## config.mk

```make
export PLATFORM = sky130hd
export DESIGN_NAME = acs_pm_bank
export DESIGN_NICKNAME = d
export VERILOG_FILES = /design/src/rtl/acs_pm_bank.sv
export SDC_FILE = /design/constraint.sdc
export NUM_CORES = 1
export LEC_CHECK = 0
export CORE_MARGIN = 5
export CORE_UTILIZATION = 40
export CTS_CLUSTER_SIZE = 30
export DETAILED_ROUTE_END_ITERATION = 8
export MAX_ROUTING_LAYER = met4
export RECOVER_POWER = 25
export SETUP_SLACK_MARGIN = 0.02
export SLEW_MARGIN = 20
export SYNTH_ARGS = -nofsm -noshare
export SYNTH_HDL_FRONTEND = slang
export SYNTH_SLANG_ARGS = --single-unit
export TNS_END_PERCENT = 20
```

## constraint.sdc

```tcl
create_clock -name clk -period 18.3 [get_ports clk]
set_clock_uncertainty 0.2 [all_clocks]
set_input_delay 1.83 -clock clk [delete_from_list [all_inputs] [get_ports clk]]
set_output_delay 1.83 -clock clk [all_outputs]
set_load 0.005 [all_outputs]
```

## src/rtl/acs_pm_bank.sv

```systemverilog
// acs_pm_bank: add-compare-select + path-metric bank, rate-1/2 K=4 Viterbi.
// Optional build macro ACS_NORM_EN: MSB-clear metric renormalisation.
//
// Ports:
//   clk, rst (sync, active-high)
//   bm_valid, frame_start       : symbol strobe / new-frame qualifier
//   bm00, bm01, bm10, bm11      : branch metrics per expected {c1,c0}
//   dec[7:0]                    : survivor bit per next-state (1 = p1)
//   best_state[2:0]             : index of lowest updated metric
//   dec_valid                   : dec/best_state updated this cycle
//   pm_sat                      : sticky metric-clip flag
module acs_pm_bank #(
    parameter int         PM_W    = 8,
    parameter int         INIT_PM = 16,
    parameter logic [3:0] G0      = 4'b1101,
    parameter logic [3:0] G1      = 4'b1011
) (
    input  logic       clk,
    input  logic       rst,
    input  logic       bm_valid,
    input  logic       frame_start,
    input  logic [1:0] bm00,
    input  logic [1:0] bm01,
    input  logic [1:0] bm10,
    input  logic [1:0] bm11,
    output logic [7:0] dec,
    output logic [2:0] best_state,
    output logic       dec_valid,
    output logic       pm_sat
);

    localparam logic [PM_W:0]   SAT_V = {1'b0, {PM_W{1'b1}}};
    localparam logic [PM_W-1:0] INIT_V = PM_W'(INIT_PM);

    logic [PM_W-1:0] r_pm [8];
    logic [7:0]      r_dec;
    logic [2:0]      r_best;
    logic            r_dv;
    logic            r_sat;

    logic [PM_W-1:0] w_pre [8];
    logic [PM_W-1:0] w_sum [8];
    logic [PM_W-1:0] w_new [8];
    logic [7:0]      w_dec;
    logic [2:0]      w_best;
    logic            w_clip;

    // Branch metric for transition with register contents r = {u, s}.
    function automatic logic [1:0] f_bm(input logic [3:0] r);
        logic [1:0] c;
        c = {^(r & G1), ^(r & G0)};
        case (c)
            2'b00:   return bm00;
            2'b01:   return bm01;
            2'b10:   return bm10;
            default: return bm11;
        endcase
    endfunction

    // A frame start replaces the stored metrics as the starting point.
    always_comb begin
        for (int i = 0; i < 8; i++) begin
            if (bm_valid && frame_start)
                w_pre[i] = (i == 0) ? '0 : INIT_V;
            else
                w_pre[i] = r_pm[i];
        end
    end

    always_comb begin
        logic [2:0]    v_ns;
        logic [2:0]    v_p0;
        logic [2:0]    v_p1;
        logic [PM_W:0] v_c0;
        logic [PM_W:0] v_c1;
        logic [PM_W:0] v_sel;
        w_clip = 1'b0;
        w_dec  = '0;
        for (int n = 0; n < 8; n++) begin
            v_ns = 3'(n);
            v_p0 = {1'b0, v_ns[2:1]};
            v_p1 = {1'b1, v_ns[2:1]};
            v_c0 = {1'b0, w_pre[v_p0]}
                 + {{(PM_W-1){1'b0}}, f_bm({v_ns[0], v_p0})};
            v_c1 = {1'b0, w_pre[v_p1]}
                 + {{(PM_W-1){1'b0}}, f_bm({v_ns[0], v_p1})};
            // Strict compare: ties keep p0.
            w_dec[n] = (v_c1 < v_c0);
            v_sel    = w_dec[n] ? v_c1 : v_c0;
            if (v_sel > SAT_V) begin
                w_clip   = 1'b1;
                w_sum[n] = SAT_V[PM_W-1:0];
            end else begin
                w_sum[n] = v_sel[PM_W-1:0];
            end
        end
    end

`ifdef ACS_NORM_EN
    // Subtract 2^(PM_W-1) from every metric once all of them exceed it.
    always_comb begin
        logic v_all;
        v_all = 1'b1;
        for (int i = 0; i < 8; i++)
            v_all = v_all & w_sum[i][PM_W-1];
        for (int i = 0; i < 8; i++) begin
            w_new[i] = w_sum[i];
            if (v_all)
                w_new[i][PM_W-1] = 1'b0;
        end
    end
`else
    always_comb begin
        for (int i = 0; i < 8; i++)
            w_new[i] = w_sum[i];
    end
`endif

    // Strict less-than scan keeps the lowest index on equal minima.
    always_comb begin
        w_best = 3'd0;
        for (int i = 1; i < 8; i++)
            if (w_new[i] < w_new[w_best])
                w_best = 3'(i);
    end

    always_ff @(posedge clk) begin
        if (rst) begin
            for (int i = 0; i < 8; i++)
                r_pm[i] <= (i == 0) ? '0 : INIT_V;
            r_dec  <= '0;
            r_best <= '0;
            r_dv   <= 1'b0;
            r_sat  <= 1'b0;
        end else begin
            r_dv <= bm_valid;
            if (bm_valid) begin
                for (int i = 0; i < 8; i++)
                    r_pm[i] <= w_new[i];
                r_dec  <= w_dec;
                r_best <= w_best;
                if (w_clip)
                    r_sat <= 1'b1;
            end
        end
    end

    assign dec        = r_dec;
    assign best_state = r_best;
    assign dec_valid  = r_dv;
    assign pm_sat     = r_sat;

endmodule

```

# == Yosys cells after proc, flatten, opt, wreduce, memory -nomap -nowiden ==
# Memory sizes are Yosys's and may differ from the RTL's.
# Cells that the tools add are included.
# classes
mux,70
add_sub_neg,16
n_reduce_logical,2
order_cmp,29
bitwise_logic,14
# op_table
cell,n
$mux 8,36
$add 8x2->9,16
$bmux 8 s3,6
$gt 9x8->1 const B,8
$lt 9x9->1,8
$mux 9,8
$lt 8x8->1,7
$ge 4x4->1 const B,6
$not 3->4,6
$mux 3,6
$mux 1,14
$or 1x1->1,8
$reduce_and 2->1,1
$logic_and 1x1->1,1
# word_totals
reg_bits,13
output_inout_bits,13
inputBits,12
ramBits,64
n_memories,1
# mem_list
name,words,word_bits,read_ports,rd_ports_with_merged_regs,write_ports,line_no,rtl
r_pm,8,8,8,0,8,35,logic [PM_W-1:0] r_pm [8];

# == Logic depth before layout (Yosys ltp) ==
# depth
ltp_word,45
ltp_mapped,100

# == Least setup slack after synthesis ==
# No wires, ideal clock.
# synth_timing
path_type,input-to-reg
startpoint,in bm_valid
endpoint,"reg r_best[0], in the netlist best_state[0]"
t_arrival_ns,19.595
slack_ns,-1.570
path_buffers,12
setup_time_ns,0.074
stages,97
required_time_ns,18.026
path_cell_list,buf_2 > nand2_4 > clkbuf_1 > clkbuf_1 > clkbuf_1 > clkbuf_1 > clkbuf_1 > and2_1 > ha_1 > ha_1 > a21oi_1 > nor2_1 > nand3_1 > xor2_1 > nor2_1 > inv_1 > ha_1 > a21oi_1 > [... 61 more ...] > a21oi_1 > ha_1 > a21o_1 > a21oi_1 > o21ai_0 > or3_1 > a2111oi_4 > nor2_2 > mux2_1 > a31oi_1 > ha_1 > a21o_1 > a21o_1 > a21oi_1 > nand4_1 > a211o_1 > a41o_1 > a31oi_1
# synth_between
elab_chain_len,45
elab_cells_between_ends,95
classes_between,add/sub: 16; order compare: 23; mux: 49; bitwise: 6; reduce/logical: 1
# synth_lines
item,line_no,rtl
start: declaration,20,"input logic bm_valid,"
$logic_and 1x1->1,63,if (bm_valid && frame_start)
$mux 8,63,
$add 8x2->9 (on tied branches),"86, 84",
$lt 9x9->1,88,w_dec[n] = (v_c1 < v_c0);
$mux 9,89,v_sel = w_dec[n] ? v_c1 : v_c0;
$gt 9x8->1,90,if (v_sel > SAT_V) begin
$mux 8,90,
$lt 8x8->1,123,if (w_new[i] < w_new[w_best])
[... 27 more ...],-,
$mux 8 (implied by the code) (2 in a row),123,
$lt 8x8->1,123,
$mux 3,123,
$not 3->4 (implied by the code),123,
$bmux 8 s3,123,
$mux 8 (implied by the code) (2 in a row),123,
$lt 8x8->1,123,
$mux 3,123,
end signal: assignment,141,r_best <= w_best;
end: declaration,37,logic [2:0] r_best;
# Parallel ways exist; a longest one is shown, timed or not. The select of a mux whose other input is x is not followed.
# A chain may end at the register's enable or synchronous reset.

# == Worst setup path in the final report ==
# layout_timing
startpoint,in bm_valid
endpoint,"reg r_best[1], in the netlist best_state[1]"
# Same word-level chain as after synthesis.

==> impl_metrics.csv <==
group,metric,value,unit
grt,grt_usage,0.252,
placed_design,placed_cells,1759,
timing,period_minus_slack,17.56,ns
setup_path,cp-start-kind,"primary input",
setup_path,critPathMaxFanout,7,
yosys,synth_top_area_cell,"edfxtp_1",
yosys,synth_seq_cells,77,
yosys,synth-async-reset-ratio,0,
layout,seqCellArea,2180,um2
floorplanning,die_area,30600,um2
yosys,synth_compound_area_frac,0.224,
yosys,synthesis.area,10900,um2
yosys,synth_xor_xnor_area_share,0.0677,
setup_path,worstPathArrival,17.65,ns
layout,layout_common_cells,"nand2_1, nor2_1, ha_1, buf_4, a21oi_1",
setup_path,endpoint_kind,"flip-flop",
yosys,synth_top_family_by_area,"simple AND/OR/NAND/NOR gates",
yosys,synth_top_area_frac,0.177,
grt,antenna_found_initial,0,
yosys,netlist_instances,1366,
setup_path,crit_slowest_cell,"a311o_2",
timing,finalSetupViolations,0,
grt,grt_pass1_wl,58200,um
worst_hold_path,timing.hold.worst.class,"reg2reg",
grt,grt_max_degree,41,
clocking,tritoncts,"yes",
yosys,yosysSeqAreaShare,0.201,
worst_hold_path,hold_depth,2,
yosys,synth_fa_ha_area_frac,0.190,
yosys,ys_warn_count,0,
setup_path,cp.required,18.38,ns
yosys,syn-num-nets,1533,
yosys,synth_edf_count,64,
yosys,yosys.area_share.simple,0.231,
detailed_routing,drt_iter0_drc,1107,
detailed_routing,vias,10700,
layout,nFillCells,2616,
yosys,synth.avg_cell_area,7.96,um2
run_status,status,"finished clean",
clocking,cts-root-buf,"clkbuf_16",
grt,grt_pass1_vias,10000,
yosys,synthMuxAreaShare,0.0459,
layout,area_growth,17.6,%
detailed_routing,drc_errors,0,
floorplanning,ios,25,
floorplanning,start_util,0.404,
yosys,synth.area.top_cells,"edfxtp_1, ha_1, nand2_1, nor2_1, xor2_1",
setup_path,cpPeakStageDelay,0.41,ns
timing,slew_headroom,0.201,
setup_path,path_common_cell,"ha_1",
clocking,cts_max_level,3,
floorplanning,rows,60,
layout,final_common_cell,"nand2_1",
setup_path,criticalPathCategory,"in2reg",
clocking,insertion_delay,0.36,ns
detailed_routing,viasPerCell,5.96,
timing,max_freq,56.9,MHz
job,cap_violations,0,
yosys,synthDistinctLibCells,90,
timing,slew_viol_final,0,
detailed_routing,ant_nets,0,
timing,fin_crit_sh,0.960,
detailed_routing,wl,38700,um
clocking,cts.sinks,77,
timing,worst_pin_slew,1.20,ns
yosys,synth-main-ff-cell,"edfxtp_1",
placed_design,hpwl,31100,um
grt,grt-ovfl-total,0,
clocking,cts-hold-fix-buffers,0,
placed_design,port_buffers,24,
layout,fin_area,12800,um2
floorplanning,die_x,175,um
floorplanning,die_h,175,um
clocking,clk_pin_slew,0.07,ns
layout,fin_cells,1800,
floorplanning,core,26900,um2
layout,layout.nets,1621,
placed_design,gp_congestion,1.03,
layout,multiInputGateArea,8610,um2
clocking,cts_inserted_buffers,9,
layout,diodes,0,
detailed_routing,dr.pass1.iters,6,
clocking,cts.path.max_buffers,2,
setup_path,reg2reg_depth,81,
timing,final_hold_viol_count,0,
layout,final_layout_size_suffix_gt1_frac,0.172,
placed_design,place_area,12000,um2
detailed_routing,wl_per_cell,21.5,um
-- cell usage after synthesis, drive strengths merged (38+ instances only) --
cell type / count
inv: 62
a21oi: 86
a21o: 39
and2: 39
nor2: 160
ha: 143
edfxtp: 64
nand2: 161
nand3: 38
xor2: 49
clkbuf: 43
o21ai: 86
-- layout make-up --
type,instances,share of cell area
sequential,77,0.171
clock buffer,9,0.0176
inverter,62,0.0182
tap,341,0.0334
clock inverter,7,0.00489
multi-input combinational,1175,0.673
timing repair buffer,129,0.0821
-- cells by family after synthesis --
| group | Yosys count |
|---|---|
| flops | 77 |
| xor+xnor | 84 |
| simple gates | 535 |
| compound gates | 351 |
| mux | 46 |
| buf+inv | 114 |
| fa+ha+maj | 159 |
-- state kept, by name, indices dropped and copies added (netlist names) --
name        cells
dec             8
best_state      3
r_pm           64
dec_valid       1
pm_sat          1
-- what timing repair did --
item	4_1_cts	5_1_grt
pin swaps	2	26
endpoints found under the setup margin	3	3
gates cloned	0	1
buffers inserted	1	23
resized for setup	6	83
hold endpoints to repair	0	0
-- per-stage QoR --
stage | worst slack, ns | hold slack (ns) | setup TNS (ns) | utilization
2_1_floorplan | 0.0927 | 0.249 | 0 | -
3_3_place_gp | -0.230 | 0.238 | -0.686 | 0.447
3_5_place_dp | -0.420 | 0.245 | -1.24 | 0.447
4_1_cts | 0.0302 | 0.262 | 0 | 0.459
5_1_grt | -0.121 | 0.297 | -0.350 | 0.476
6_report | 0.736 | 0.249 | 0 | 0.476
-- worst paths after layout --
path | end | slack [ns] | start
worst max register to register | best_state[1]$_SDFFE_PP0P_ | 1.94 | r_pm[1][1]$_SDFFCE_PN0P_
worst max-delay path | best_state[1]$_SDFFE_PP0P_ | 0.74 | bm_valid
worst min-delay path | dec[4]$_SDFFE_PP0P_ | 0.25 | dec[4]$_SDFFE_PP0P_
worst min register to register | dec[4]$_SDFFE_PP0P_ | 0.25 | dec[4]$_SDFFE_PP0P_
-- worst max-delay path, delay by kind of cell --
| kind | cells | cell delay, ns |
|---|---|---|
| fa+ha+maj | 10 | 2.39 |
| buf+inv | 9 | 1.35 |
| compound gates | 39 | 7.02 |
| mux | 3 | 0.86 |
| simple gates | 23 | 4.18 |
-- routing by layer --
| layer | track usage | part of all wire | vias to the layer above |
|---|---|---|---|
| met1 | 0.347 | 0.46 | 5147 |
| met4 | 0.0707 | 0.028 | 0 |
| met5 | - | 0 | - |
| met3 | 0.0415 | 0.069 | 69 |
| li1 | - | - | 5135 |
| met2 | 0.384 | 0.44 | 381 |
Power is left out: the tool's default activity adds up to more than one toggle a clock period on the data nets, which glitch-free logic cannot reach.
